### config.mk
export PLATFORM = sky130hd
export DESIGN_NAME = sequenciador_notas
export DESIGN_NICKNAME = d
export VERILOG_FILES = /design/src/rtl/notas_pkg.sv /design/src/rtl/contador_tempo.sv /design/src/rtl/sequenciador_notas.sv
export SDC_FILE = /design/constraint.sdc
export NUM_CORES = 1
export LEC_CHECK = 0
export BUFFER_PORTS_ARGS = -buffer_cell sky130_fd_sc_hd__buf_2
export CAP_MARGIN = 10
export CORE_MARGIN = 1
export CORE_UTILIZATION = 45
export CTS_CLUSTER_SIZE = 10
export DETAILED_ROUTE_END_ITERATION = 12
export HOLD_SLACK_MARGIN = 0.03
export PLACE_DENSITY = 0.61
export SYNTH_ARGS = -nofsm -noshare
export SYNTH_HDL_FRONTEND = slang
export SYNTH_HIERARCHICAL = 1
export SYNTH_SLANG_ARGS = --single-unit
### constraint.sdc
create_clock -name clock -period 6.94 [get_ports clock]
set_input_delay 1.388 -clock clock [delete_from_list [all_inputs] [get_ports clock]]
set_output_delay 1.388 -clock clock [all_outputs]
set_load 0.03 [all_outputs]
### src/rtl/notas_pkg.sv
// rtl/notas_pkg.sv - shared widths, state/phase types and sizing helpers for sequenciador_notas
package notas_pkg;

    localparam int NOTE_W = 7;
    localparam int ADDR_W = 4;
    localparam int SEL_W  = 3;
    localparam logic [ADDR_W-1:0] LAST_STEP = 4'd15;

    typedef enum logic [3:0] {
        ST_IDLE,
        ST_FETCH,
        ST_LOAD,
        ST_SHOW,
        ST_GAP,
        ST_WAIT_PLAY,
        ST_CHECK,
        ST_WIN,
        ST_LOSE
    } estado_t;

    // mostra: the melody is being played back; joga: the player is answering
    typedef enum logic {
        FASE_MOSTRA,
        FASE_JOGA
    } fase_t;

    function automatic int max3(input int a, input int b, input int c);
        int m;
        m = (a > b) ? a : b;
        return (m > c) ? m : c;
    endfunction

    // The shared counter only ever holds (cycles - 1), so clog2(max) bits suffice
    function automatic int cnt_width(input int max_cycles);
        return (max_cycles < 2) ? 1 : $clog2(max_cycles);
    endfunction

endpackage

### src/rtl/contador_tempo.sv
// rtl/contador_tempo.sv - loadable down counter timing the SHOW, GAP and WAIT_PLAY windows
module contador_tempo #(
    parameter int W = 8
) (
    input  logic         clock,
    input  logic         reset_n,
    input  logic         load,
    input  logic [W-1:0] value,
    input  logic         enable,
    output logic         done
);

    logic [W-1:0] count;

    // Load has priority; the count parks at zero so a stalled window never wraps
    always_ff @(posedge clock or negedge reset_n) begin
        if (!reset_n) begin
            count <= '0;
        end else if (load) begin
            count <= value;
        end else if (enable && (count != '0)) begin
            count <= count - W'(1);
        end
    end

    // A window loaded with N-1 lasts N enabled cycles; done marks the last one
    assign done = enable && (count == '0);

endmodule

### src/rtl/sequenciador_notas.sv
// rtl/sequenciador_notas.sv - Simon-style melody sequencer: plays note memory on LEDs and checks presses
module sequenciador_notas
    import notas_pkg::*;
#(
    parameter int NOTE_CYCLES    = 25_000_000,
    parameter int GAP_CYCLES     = 12_500_000,
    parameter int TIMEOUT_CYCLES = 250_000_000
) (
    input  logic              clock,
    input  logic              reset_n,
    input  logic              iniciar,
    input  logic [SEL_W-1:0]  select_musica,
    output logic [ADDR_W-1:0] address,
    output logic [SEL_W-1:0]  select_out,
    input  logic [NOTE_W-1:0] nota_mem,
    input  logic              jogada,
    input  logic [NOTE_W-1:0] botoes,
    output logic [NOTE_W-1:0] leds,
    output logic [ADDR_W-1:0] rodada,
    output logic              pronto,
    output logic              acertou,
    output logic              errou
);

    localparam int CNT_MAX = max3(NOTE_CYCLES, GAP_CYCLES, TIMEOUT_CYCLES);
    localparam int CNT_W   = cnt_width(CNT_MAX);

    localparam logic [CNT_W-1:0] NOTE_LOAD    = CNT_W'(NOTE_CYCLES - 1);
    localparam logic [CNT_W-1:0] GAP_LOAD     = CNT_W'(GAP_CYCLES - 1);
    localparam logic [CNT_W-1:0] TIMEOUT_LOAD = CNT_W'(TIMEOUT_CYCLES - 1);

    estado_t             estado;
    fase_t               fase;
    logic [ADDR_W-1:0]   idx;
    logic [NOTE_W-1:0]   nota_reg;
    logic [NOTE_W-1:0]   botoes_reg;

    logic                cnt_load;
    logic [CNT_W-1:0]    cnt_value;
    logic                cnt_en;
    logic                cnt_done;
    logic                erro_jogada;

    // The counter only runs in the three timed states
    assign cnt_en = (estado == ST_SHOW) || (estado == ST_GAP) || (estado == ST_WAIT_PLAY);

    // A wrong note includes anything that is not exactly one button
    assign erro_jogada = (botoes_reg != nota_reg) || !$onehot(botoes_reg);

    // Arm the counter on the cycle before each timed state is entered
    always_comb begin
        cnt_load  = 1'b0;
        cnt_value = '0;
        case (estado)
            ST_LOAD: begin
                cnt_load  = 1'b1;
                cnt_value = (fase == FASE_MOSTRA) ? NOTE_LOAD : TIMEOUT_LOAD;
            end
            ST_SHOW: begin
                if (cnt_done) begin
                    cnt_load  = 1'b1;
                    cnt_value = GAP_LOAD;
                end
            end
            default: ;
        endcase
    end

    contador_tempo #(
        .W (CNT_W)
    ) u_contador (
        .clock   (clock),
        .reset_n (reset_n),
        .load    (cnt_load),
        .value   (cnt_value),
        .enable  (cnt_en),
        .done    (cnt_done)
    );

    // Game FSM; address is updated on the edge entering FETCH so the memory has LOAD to respond
    always_ff @(posedge clock or negedge reset_n) begin
        if (!reset_n) begin
            estado     <= ST_IDLE;
            fase       <= FASE_MOSTRA;
            idx        <= '0;
            nota_reg   <= '0;
            botoes_reg <= '0;
            address    <= '0;
            select_out <= '0;
            leds       <= '0;
            rodada     <= '0;
            pronto     <= 1'b1;
            acertou    <= 1'b0;
            errou      <= 1'b0;
        end else begin
            case (estado)
                ST_IDLE, ST_WIN, ST_LOSE: begin
                    if (iniciar) begin
                        select_out <= select_musica;
                        rodada     <= '0;
                        idx        <= '0;
                        address    <= '0;
                        fase       <= FASE_MOSTRA;
                        acertou    <= 1'b0;
                        errou      <= 1'b0;
                        pronto     <= 1'b0;
                        estado     <= ST_FETCH;
                    end
                end
                ST_FETCH: begin
                    address <= idx;
                    estado  <= ST_LOAD;
                end
                ST_LOAD: begin
                    nota_reg <= nota_mem;
                    if (fase == FASE_MOSTRA) begin
                        leds   <= nota_mem;
                        estado <= ST_SHOW;
                    end else begin
                        estado <= ST_WAIT_PLAY;
                    end
                end
                ST_SHOW: begin
                    if (cnt_done) begin
                        leds   <= '0;
                        estado <= ST_GAP;
                    end
                end
                ST_GAP: begin
                    if (cnt_done) begin
                        if (idx < rodada) begin
                            idx     <= idx + 4'd1;
                            address <= idx + 4'd1;
                        end else begin
                            idx     <= '0;
                            address <= '0;
                            fase    <= FASE_JOGA;
                        end
                        estado <= ST_FETCH;
                    end
                end
                ST_WAIT_PLAY: begin
                    // A press in the expiry cycle still counts
                    if (jogada) begin
                        botoes_reg <= botoes;
                        estado     <= ST_CHECK;
                    end else if (cnt_done) begin
                        errou  <= 1'b1;
                        estado <= ST_LOSE;
                    end
                end
                ST_CHECK: begin
                    if (erro_jogada) begin
                        errou  <= 1'b1;
                        estado <= ST_LOSE;
                    end else if (idx < rodada) begin
                        idx     <= idx + 4'd1;
                        address <= idx + 4'd1;
                        estado  <= ST_FETCH;
                    end else if (rodada == LAST_STEP) begin
                        acertou <= 1'b1;
                        estado  <= ST_WIN;
                    end else begin
                        rodada  <= rodada + 4'd1;
                        idx     <= '0;
                        address <= '0;
                        fase    <= FASE_MOSTRA;
                        estado  <= ST_FETCH;
                    end
                end
                default: begin
                    estado <= ST_IDLE;
                end
            endcase
        end
    end

endmodule
Word level (Yosys, flattened, before mapping)
Index checks and enable logic that the tools add are counted.
{"block": "classes", "addsub": 9, "order_cmp": 1, "muxes": 47, "eq_ne": 25, "n_reduce_logical": 26}
{"operator": "2-to-1 mux 28 bit", "n": 3}
{"operator": "2-to-1 mux 4 bit", "n": 15}
{"operator": "one-hot mux 28 bit (2 select lines)", "n": 1}
{"operator": "logical NOT 28 bit", "n": 1}
{"operator": "one-hot mux 4 bit (7 select lines)", "n": 1}
{"operator": "nonzero test 28 bit", "n": 1}
{"operator": "subtractor 28 x 1 -> 28 bit, second input constant", "n": 1}
{"operator": "AND reduction 5 bit", "n": 5}
{"operator": "2-to-1 mux 24 bit", "n": 1}
{"operator": "!= test 2 bit, second input constant", "n": 12}
{"operator": "equality test 4 x 3 -> 1 bit, second input constant", "n": 4}
{"operator": "one-hot mux 4 bit (4 select lines)", "n": 1}
{"operator": "2-to-1 mux 7 bit", "n": 2}
{"operator": "one-hot mux 7 bit (2 select lines)", "n": 1}
{"operator": "2-to-1 mux 1 bit", "n": 13}
{"operator": "one-hot mux 4 bit (3 select lines)", "n": 1}
{"operator": "2-to-1 mux 3 bit", "n": 3}
{"operator": "adder 4 x 1 -> 4 bit, second input constant", "n": 2}
{"operator": "equality test 4 x 2 -> 1 bit, second input constant", "n": 2}
{"operator": "equality test 4 bit, second input constant", "n": 2}
{"operator": "one-hot mux 4 bit (2 select lines)", "n": 1}
{"operator": "!= test 7 bit", "n": 1}
{"operator": "AND reduction 7 bit", "n": 1}
{"operator": "adder 1 x 1 -> 2 bit", "n": 3}
{"operator": "other kinds (20)", "n": 30}
{"block": "word_totals", "regBits": 72, "out_inout_bits": 21}

Longest topological paths before layout
Gate-level depths: netlist (run 1).
{"block": "logic_depth", "word_depth": 8, "mapped_depth": 13, "ltp_nobuf": 12}

By module
Netlist (run 1), hierarchy kept.
{"module": "sequenciador_notas", "area_per_inst_um2": 2422.3, "n_inst": 1, "cells_each": 245, "seq_area_each_um2": 1102.3}
{"module": "contador_tempo", "area_per_inst_um2": 1901.8, "n_inst": 1, "cells_each": 200, "seq_area_each_um2": 700.7}

Worst setup path before layout (run 1)
No wires, ideal clock.
{"block": "synth_path", "path_type": "reg-to-reg", "start": "register botoes_reg[0]", "end": "register rodada[0]", "arrival_time_ps": 3626, "period_less_slack_ps": 3751, "required_ps": 6815, "setup_ps": 125, "setup_slack_ps": 3189, "stages_incl_launch_ff": 13, "cell_sequence": "dfrtp_1 -> inv_1 -> fa_1 -> fa_1 -> fa_1 -> inv_1 -> fa_1 -> nor3_1 -> nand4_1 -> or2_1 -> or3_4 -> a21oi_4 -> mux2_4"}
{"block": "synth_between", "elab_chain_len": 8, "word_cells_on_any_way": 9, "classes_between": "3 x add/sub; 3 x eq/ne; 3 x reduce/logical"}
{"element": "start, declared", "line": "sequenciador_notas.sv:36", "rtl": "logic [NOTE_W-1:0] botoes_reg;"}
{"element": "start signal, assigned", "line": "sequenciador_notas.sv:145", "rtl": "botoes_reg <= botoes;"}
{"element": "adder 1 x 1 -> 2 bit (implied by the code)", "line": "sequenciador_notas.sv:48", "rtl": "assign erro_jogada = (botoes_reg != nota_reg) || !$onehot(botoes_reg);"}
{"element": "adder 2 x 2 -> 3 bit (implied by the code)", "line": "sequenciador_notas.sv:48"}
{"element": "adder 3 bit (implied by the code)", "line": "sequenciador_notas.sv:48"}
{"element": "equality test 3 x 1 -> 1 bit", "line": "sequenciador_notas.sv:48"}
{"element": "logical NOT 1 bit", "line": "sequenciador_notas.sv:48"}
{"element": "logical OR 1 bit *", "line": "sequenciador_notas.sv:48"}
{"element": "!= test 2 bit (no line) *"}
{"element": "AND reduction 5 bit (no line) *"}
{"element": "end signal, assigned", "line": "sequenciador_notas.sv:164", "rtl": "rodada <= rodada + 4'd1;"}
{"element": "end, declared", "line": "sequenciador_notas.sv:19", "rtl": "output logic [ADDR_W-1:0] rodada,"}
Mark *: on every way between the ends. The rest lies on a longest branch, timed or not.
A chain may end at the register's enable or synchronous reset.

Worst setup path in the final report (run 1)
Ends and elaborated chain as after synthesis.

==> implementation parameters, run 1 <==
Parameter                              Value

Global route
  Total grt overflow    0
  First-pass GRT wire length    15800 um
  Largest net degree at the start of global routing    73
  Via count of the first global-routing pass    3225
  Global routing usage summed across all routing layers    20.1%
  Antenna violations before repair    0

Logic synthesis
  Portion of the post-synthesis area used by sequential elements    41.7%
  Number of flops mapped to enable cells by yosys    0
  Primary flip-flop cell chosen by synthesis mapping    sky130_fd_sc_hd__dfrtp_1
  Library cell with the largest summed area after synthesis    sky130_fd_sc_hd__dfrtp_1
  Async set or reset register ratio after synthesis    100%
  Largest cells by area after synthesis    sky130_fd_sc_hd__dfrtp_1, sky130_fd_sc_hd__mux2_2, sky130_fd_sc_hd__nand2_1
  Top post-synthesis cells by count    sky130_fd_sc_hd__dfrtp_1, sky130_fd_sc_hd__nand2_1, sky130_fd_sc_hd__nor2_1
  Mean instance size in the synthesized netlist    9.72 um^2
  Count of synthesis-stage warnings from yosys    6
  Fraction of synthesized cell area taken by the top area cell type    41.1%
  Post-synthesis instance area    4320 um^2
  Number of different library cells in the post-synthesis netlist    77
  Post-synthesis cell count    445
  Most frequently used cell type in the post-synthesis netlist    sky130_fd_sc_hd__dfrtp_1
  Flip-flop and latch count after synthesis    72

Floorplan
  I/O pin count    42
  Floorplan die area    10000 um^2
  Initial Utilization    46.6%
  Std-Cell Core Area    9280 um^2
  Die height    100 um
  Floorplan row count    35
  Floorplan die width    100 um

Power
  Peak VDD IR    0.258 mV
  P_leak    2.05 nW
  PD cells    449 nW/um^2

Clock tree
  Cts bufs inserted    9
  Post-CTS setup buffer count    0
  Clock-pin slew on the worst setup and hold paths    0.08 ns
  Insertion delay of the later-clocked pin in the worst-skew pair    0.34 ns
  Post-cts resize count    0
  Post-CTS Hold Buffers    0
  Bufs on Longest Clock Path    2
  Number of clock sinks seen by CTS    72
  CTS tree    yes
  Root cell of the clock tree    sky130_fd_sc_hd__clkbuf_8
  H-tree lvl count    3

Worst hold path
  Hold path startpoint    acertou
  Path type of the worst min-delay path    flop to flop
  Worst Hold Path EP    acertou
  Hold Path Cell Cnt    2

Worst setup path
  Endpoint of the lowest-slack register-to-register path    rodada[0]
  R2R depth    12
  Endpoint kind of the worst setup timing path    flop
  Worst R2R Start    botoes_reg[0]
  Arrival @ worst endpoint    4.19 ns
  Largest fanout on the critical path    4
  Critical path startpoint category    flop
  Slack of the worst reg-to-reg path    2.98 ns
  Path type of the worst setup path    flop to flop
  Required @ worst endpoint    7.17 ns
  Setup crit start    botoes_reg[0]

STA
  Clock period minus worst slack    3.96 ns
  RSZ-0062 raised after global routing    false
  Worst clock skew    0.0103 ns
  Rel. slew slack    26.3%
  Count of final setup violators    0
  Final Max Tran Viols    0
  Setup total negative slack    0 ns
  Worst hold margin    0.498 ns
  Slew of the pin with the lowest slew margin    1.10 ns
  Final count of hold timing violations    0
  Part of the cycle the worst path needs    57.1%
  Fmax    253 MHz

Routing
  Post-detailed-routing wire length    9300 um
  Antenna viol nets, final    0
  Final routed wire length divided by cell count    15.0 um
  Final routed DRC violation total    0
  Number of violations reported at the end of detailed-routing iteration 0    183
  DR vias    3428
  First drt pass iteration count    4
  Mean number of vias per cell    5.52

Run status
  Result of the run    finished clean

Run
  Max Cap Violations    0

Final layout
  Non-Filler Instances    621
  Layout cell share with drive strength beyond 1    23.0%
  Ant diodes    0
  Fill count    885
  Area growth from synthesis to final layout    11.7%
  Final standard cell area without fillers    4830 um^2
  Number of flip-flops in the largest register    28
  # nets final    519
  Largest register by flop count    u_contador/count

Placement
  Routability congestion estimate from global placement    0.845
  Cell area after placement    4660 um^2
  Port Buffer Count    41
  Placed Instances    605
  DPL Wire Length    6650 um
## critical path, stage by stage (launching register included)
cell                      delay [ns]
sky130_fd_sc_hd__dfrtp_1        0.38
sky130_fd_sc_hd__inv_1          0.07
sky130_fd_sc_hd__fa_1           0.55
sky130_fd_sc_hd__fa_1           0.43
sky130_fd_sc_hd__fa_1           0.38
sky130_fd_sc_hd__inv_1          0.08
sky130_fd_sc_hd__fa_1           0.40
sky130_fd_sc_hd__nor3_1         0.19
sky130_fd_sc_hd__nand4_1        0.15
sky130_fd_sc_hd__or2_1          0.29
sky130_fd_sc_hd__or3_4          0.41
sky130_fd_sc_hd__a21oi_4        0.21
sky130_fd_sc_hd__mux2_4         0.31
## cells by family (layout without fill, tap and decap cells)
group / count (synthesis) / after routing / share of synthesized area (%)
fa+ha+maj: 11 / 11 / 3.88
other cells: 1 / 2 / 0.0867
simple gates: 193 / 193 / 25.0
buf+inv: 35 / 81 / 3.33
mux: 24 / 24 / 6.31
compound gates: 91 / 91 / 16.0
xor+xnor: 18 / 18 / 3.65
flops: 72 / 72 / 41.7
## metal layers
layer	up-vias	global-route usage [%]	routed length (um)
li1	1714	-	-
met1	1635	29.2	4630
met2	64	30.5	4200
met3	15	2.92	295
met4	0	8.14	175
met5	-	0	0
## stage by stage
stage / worst slack [ns] / util [%] / total power [mW]
5_1_grt: 2.75 / 52.0 / 2.36
3_3_place_gp: 3.10 / 50.2 / 1.85
4_1_cts: 2.96 / 52.0 / 2.19
2_1_floorplan: 3.19 / - / 1.62
6_report: 2.98 / 52.0 / 2.17
3_5_place_dp: 2.97 / 50.2 / 1.89
## layout by cell type, fill, tap and decap left out, drive strengths merged, types with 10 or more instances in the layout
cell,n
nand2,54
xnor2,14
or4,14
nand4,11
dfrtp,71
buf,43
nand3,17
o211ai,12
mux2,23
inv,23
o21ai,30
a21oi,10
nor3,16
nor2,32
## how the worst max path moves through the flow
stage,end,slack (ns),cells past startpoint
after floorplan,rodada[0],3.19,12
after global placement,rodada[0],3.10,12
after detailed placement,rodada[0],2.97,12
after CTS,rodada[0],2.96,12
after global routing,address[0],2.75,12
final,rodada[0],2.98,12
## area by class of cell
type / count / area (um^2) / area share (%)
tap: 129 / 161 / 3.34
inverter: 22 / 82.6 / 1.71
clock inverter: 7 / 47.5 / 0.984
clock buffer: 9 / 124 / 2.56
timing repair buffer: 43 / 223 / 4.61
multi-input combinational: 339 / 2390 / 49.5
sequential: 72 / 1800 / 37.3
## power by group
part | switching [mW] | total (mW) | internal [mW] | leakage, nW
sequential | 0.199 | 0.793 | 0.594 | 0.910
clock | 0.166 | 0.296 | 0.130 | 0.0854
combinational | 0.637 | 1.08 | 0.444 | 1.05
total | 1.00 | 2.17 | 1.17 | 2.05
Power figures use the tool's default switching activity.
==> run 2, diff against run 1 <==
Settings changed: ABC_AREA from default to 1.
Clock period 6.94 ns to 3.7 ns, I/O delays scaled along.
==> implementation parameters, run 2 <==
Parameter                              Value

Global route
  Antenna violations before repair    0
  First-pass GRT wire length    19700 um
  Largest net degree at the start of global routing    73
  Global routing usage summed across all routing layers    22.1%
  Via count of the first global-routing pass    4212
  Total grt overflow    0

Power
  Design Power    4.73 mW
  Peak VDD IR    0.415 mV
  PD cells    876 nW/um^2
  P_leak    2.89 nW

STA
  Clock period minus worst slack    3.39 ns
  Part of the cycle the worst path needs    91.5%
  Final count of hold timing violations    0
  Worst clock skew    0.00804 ns
  Slew of the pin with the lowest slew margin    0.941 ns
  RSZ-0062 raised after global routing    false
  Worst hold margin    0.450 ns
  Final Max Tran Viols    0
  Fmax    295 MHz
  Count of final setup violators    0
  Rel. slew slack    37.2%
  Setup total negative slack    0 ns

Floorplan
  Floorplan die width    106 um
  Std-Cell Core Area    10400 um^2
  Initial Utilization    46.7%
  Die height    106 um
  I/O pin count    42
  Floorplan row count    37
  Floorplan die area    11200 um^2

Worst setup path
  Largest fanout on the critical path    11
  Arrival @ worst endpoint    3.63 ns
  Critical path startpoint category    flop
  Endpoint kind of the worst setup timing path    flop
  Path type of the worst setup path    flop to flop
  Required @ worst endpoint    3.95 ns

Clock tree
  Bufs on Longest Clock Path    2
  CTS tree    yes
  Cts bufs inserted    9
  H-tree lvl count    3
  Post-CTS Hold Buffers    0
  Number of clock sinks seen by CTS    72
  Insertion delay of the later-clocked pin in the worst-skew pair    0.35 ns
  Post-CTS setup buffer count    0
  Post-cts resize count    0
  Root cell of the clock tree    sky130_fd_sc_hd__clkbuf_8
  Clock-pin slew on the worst setup and hold paths    0.09 ns

Logic synthesis
  Number of flops mapped to enable cells by yosys    0
  Top post-synthesis cells by count    sky130_fd_sc_hd__nand2_1, sky130_fd_sc_hd__inv_1, sky130_fd_sc_hd__nor2_1
  Fraction of synthesized cell area taken by the top area cell type    36.7%
  Library cell with the largest summed area after synthesis    sky130_fd_sc_hd__dfrtp_1
  Portion of the post-synthesis area used by sequential elements    37.2%
  Primary flip-flop cell chosen by synthesis mapping    sky130_fd_sc_hd__dfrtp_1
  Mean instance size in the synthesized netlist    7.00 um^2
  Post-synthesis instance area    4850 um^2
  Largest cells by area after synthesis    sky130_fd_sc_hd__dfrtp_1, sky130_fd_sc_hd__nand2_1, sky130_fd_sc_hd__nand3_1
  Number of different library cells in the post-synthesis netlist    39
  Post-synthesis cell count    692
  Count of synthesis-stage warnings from yosys    6
  Async set or reset register ratio after synthesis    100%
  Most frequently used cell type in the post-synthesis netlist    sky130_fd_sc_hd__nand2_1
  Flip-flop and latch count after synthesis    72

Final layout
  Ant diodes    0
  Storage element area    1800 um^2
  Highest-count cells in the layout ignoring fill and taps    sky130_fd_sc_hd__nand2_1, sky130_fd_sc_hd__inv_1, sky130_fd_sc_hd__nor2_1
  Number of flip-flops in the largest register    28
  Area growth from synthesis to final layout    11.4%
  Fill count    1051
  # nets final    767
  Non-Filler Instances    876
  Most common cell after layout, fill and taps aside    sky130_fd_sc_hd__nand2_1
  Area of the multi-input gates    2630 um^2
  Layout cell share with drive strength beyond 1    16.9%
  Largest register by flop count    u_contador/count

Worst hold path
  Path type of the worst min-delay path    flop to flop

Routing
  Mean number of vias per cell    4.99
  Final routed wire length divided by cell count    13.0 um
  Antenna viol nets, final    0
  DR vias    4369
  Post-detailed-routing wire length    11400 um
  Final routed DRC violation total    0
  First drt pass iteration count    5
  Number of violations reported at the end of detailed-routing iteration 0    198

Run
  Max Cap Violations    0

Run status
  Result of the run    finished clean

Placement
  Port Buffer Count    41
  Routability congestion estimate from global placement    0.861
  DPL Wire Length    8300 um
  Placed Instances    860
==> run 2: where the power goes <==
part	switching, mW	internal, mW
combinational	1.83	0.853
clock	0.344	0.388
sequential	0.256	1.06
==> run 2: worst paths after layout <==
kind	cells after the start	to	slack, ns	start
min in group asynchronous	1	u_contador/count[7]	0.49	reset_n
max in group asynchronous	1	leds[0]	2.55	reset_n
worst max-delay path	14	address[3]	0.31	botoes_reg[0]
worst max register to register	14	address[3]	0.31	botoes_reg[0]
worst min register to register	2	pronto	0.45	pronto
worst min-delay path	2	pronto	0.45	pronto
==> run 2: layout make-up <==
| type | instances | share of cell area (%) |
|---|---|---|
| sequential | 72 | 33.4 |
| multi-input combinational | 522 | 48.7 |
| inverter | 85 | 6.17 |
| timing repair buffer | 45 | 4.40 |
| tap | 136 | 3.15 |
| clock buffer | 9 | 2.29 |
| clock inverter | 7 | 1.90 |
==> run 2: per-stage QoR <==
step                      utilization, %  cell area [um^2]  setup WS (ns)
after floorplan                        -              4850          0.505
after global placement              49.8              5170          0.349
after detailed placement            49.8              5170          0.257
after CTS                           52.0              5400          0.248
after global routing                52.1              5400         0.0563
final                               52.1              5400          0.313
==> run 2: critical path, stage by stage, from the launching register on <==
cell and delay (ns):
sky130_fd_sc_hd__dfrtp_1 0.37, sky130_fd_sc_hd__inv_1 0.08, sky130_fd_sc_hd__fa_1 0.56, sky130_fd_sc_hd__fa_1 0.43, sky130_fd_sc_hd__fa_1 0.36, sky130_fd_sc_hd__inv_1 0.07, sky130_fd_sc_hd__fa_1 0.40, sky130_fd_sc_hd__nor3_1 0.18
sky130_fd_sc_hd__nand2_1 0.06, sky130_fd_sc_hd__nor2_1 0.13, sky130_fd_sc_hd__nand2_2 0.11, sky130_fd_sc_hd__a21oi_4 0.31, sky130_fd_sc_hd__nand2_4 0.09, sky130_fd_sc_hd__nand2_1 0.07, sky130_fd_sc_hd__nand2_1 0.05
==> run 2: metal layers <==
layer | up-vias | track usage (%) | wire length [um]
met5 | - | 0 | 0
met4 | 0 | 6.65 | 164
met3 | 14 | 3.22 | 517
met2 | 94 | 37.7 | 5430
met1 | 2014 | 28.8 | 5250
li1 | 2247 | - | -
==> run 2: logic make-up (layout without fill, tap and decap cells) <==
kind of cell             after synthesis  after routing  synth area share [%]
flip-flops                            72             72                  37.2
XOR/XNOR                               9              9                  1.63
AO/OA/AOI/OAI                         67             67                  8.85
other                                  1              2                0.0774
AND/OR/NAND/NOR                      433            433                  40.1
adder cells (fa/ha/maj)               11             11                  3.46
buffers and inverters                 99            146                  8.72
==> run 3, diff against run 2 <==
Settings changed: PLACE_DENSITY 0.61 to 0.59.
==> implementation parameters, run 3 (synthesis gave the netlist of run 2 again) <==
Parameter                              Value

Global route
  Largest net degree at the start of global routing    73
  Global routing usage summed across all routing layers    22.5%
  Via count of the first global-routing pass    4228
  First-pass GRT wire length    19800 um
  Total grt overflow    0
  Antenna violations before repair    0
  Met1 Use GR    28.9%
  GR Layer Usage met2    37.3%
  Global route hottest layer    met2
  Met3 track demand over resource    4.33%

Worst hold path
  Path type of the worst min-delay path    flop to flop

Routing
  Post-detailed-routing wire length    11400 um
  Number of violations reported at the end of detailed-routing iteration 0    170
  DR vias    4345
  First drt pass iteration count    5
  Mean number of vias per cell    4.96
  Final routed wire length divided by cell count    13.0 um
  Antenna viol nets, final    0
  Final routed DRC violation total    0

Placement
  Post-place setup slack    0.247 ns
  DPL Wire Length    8360 um
  Port Buffer Count    41
  Routability congestion estimate from global placement    0.843

Worst setup path
  Arrival @ worst endpoint    3.69 ns
  Required @ worst endpoint    3.96 ns
  Largest fanout on the critical path    11
  Endpoint kind of the worst setup timing path    flop
  Path type of the worst setup path    flop to flop
  Slack of the worst reg-to-reg path    0.28 ns
  Critical path startpoint category    flop

STA
  Worst clock skew    0.00839 ns
  Final Max Tran Viols    0
  Part of the cycle the worst path needs    92.5%
  Slew of the pin with the lowest slew margin    0.930 ns
  Count of final setup violators    0
  Setup total negative slack    0 ns
  Rel. slew slack    38.0%
  Fmax    292 MHz
  Final count of hold timing violations    0
  Worst Slack Setup Final    0.277 ns
  Worst hold margin    0.439 ns
  Clock period minus worst slack    3.42 ns
  RSZ-0062 raised after global routing    false

Clock tree
  Post-CTS setup buffer count    0
  Clock-pin slew on the worst setup and hold paths    0.08 ns
  Number of clock sinks seen by CTS    72
  Post-CTS Hold Buffers    0
  CTS tree    yes
  Insertion delay of the later-clocked pin in the worst-skew pair    0.37 ns
  H-tree lvl count    3
  Root cell of the clock tree    sky130_fd_sc_hd__clkbuf_8
  Bufs on Longest Clock Path    2
  Post-cts resize count    0
  Cts bufs inserted    9

Final layout
  Area of the multi-input gates    2630 um^2
  Area growth from synthesis to final layout    11.2%
  Most common cell after layout, fill and taps aside    sky130_fd_sc_hd__nand2_1
  Ant diodes    0
  Storage element area    1800 um^2
  Highest-count cells in the layout ignoring fill and taps    sky130_fd_sc_hd__nand2_1, sky130_fd_sc_hd__inv_1, sky130_fd_sc_hd__nor2_1
  Number of flip-flops in the largest register    28
  # nets final    767
  Largest register by flop count    u_contador/count
  Final core utilization    52.0%
  Fill count    1085
  Layout cell share with drive strength beyond 1    16.6%

Floorplan
  Die height    106 um
  Floorplan die area    11200 um^2
  Floorplan row count    37
  I/O pin count    42
  Initial Utilization    46.7%
  Std-Cell Core Area    10400 um^2
  Floorplan die width    106 um

Power
  Design Power    4.71 mW
  P_leak    2.89 nW
  Peak VDD IR    0.469 mV
  PD cells    874 nW/um^2

Run status
  Result of the run    finished clean

Run
  Max Cap Violations    0
-- run 3: layer usage --
layer  up-vias  share of wire (%)
li1       2251                  -
met1      2004                 48
met2        82                 47
met3         8                4.2
met4         0               0.98
met5         -                  0
-- run 3: final timing paths --
path	endpoint	from	cells after the start
worst max-delay path	address[2]	botoes_reg[0]	14
worst min-delay path	pronto	pronto	2
worst max register to register	address[2]	botoes_reg[0]	14
worst min register to register	pronto	pronto	2
max in group asynchronous	u_contador/count[25]	reset_n	1
min in group asynchronous	u_contador/count[17]	reset_n	1
-- run 3: worst max-delay path, cell delays in order (launching register included) --
cell and delay [ns]:
sky130_fd_sc_hd__dfrtp_1 0.36, sky130_fd_sc_hd__inv_1 0.08, sky130_fd_sc_hd__fa_1 0.55, sky130_fd_sc_hd__fa_1 0.43, sky130_fd_sc_hd__fa_1 0.37, sky130_fd_sc_hd__inv_1 0.07, sky130_fd_sc_hd__fa_1 0.40, sky130_fd_sc_hd__nor3_1 0.18
sky130_fd_sc_hd__nand2_1 0.07, sky130_fd_sc_hd__nor2_1 0.10, sky130_fd_sc_hd__nand2_1 0.15, sky130_fd_sc_hd__a21oi_4 0.34, sky130_fd_sc_hd__nand2_4 0.09, sky130_fd_sc_hd__nand2_1 0.08, sky130_fd_sc_hd__nand2_1 0.05
-- run 3: metrics by stage --
| step | instances | cell area [um^2] |
|---|---|---|
| finish | 876 | 5390 |
| global route | 876 | 5390 |
| CTS | 876 | 5390 |
| detailed placement | 860 | 5170 |
| global placement | 860 | 5170 |
| floorplan | 693 | 4850 |
-- run 3: power by group --
group | switching, mW | internal (mW) | leakage [nW]
Combinational | 1.83 | 0.852 | 1.86
Sequential | 0.258 | 1.06 | 0.922
Clock | 0.317 | 0.397 | 0.106
Total | 2.41 | 2.31 | 2.89
-- run 3: cell type report --
type | count | area share, %
multi-input cells | 522 | 48.7
flip-flops and latches | 72 | 33.4
inverters | 85 | 6.17
repair buffers | 45 | 4.41
well taps | 136 | 3.16
clock buffers | 11 | 2.62
clock inverters | 5 | 1.49
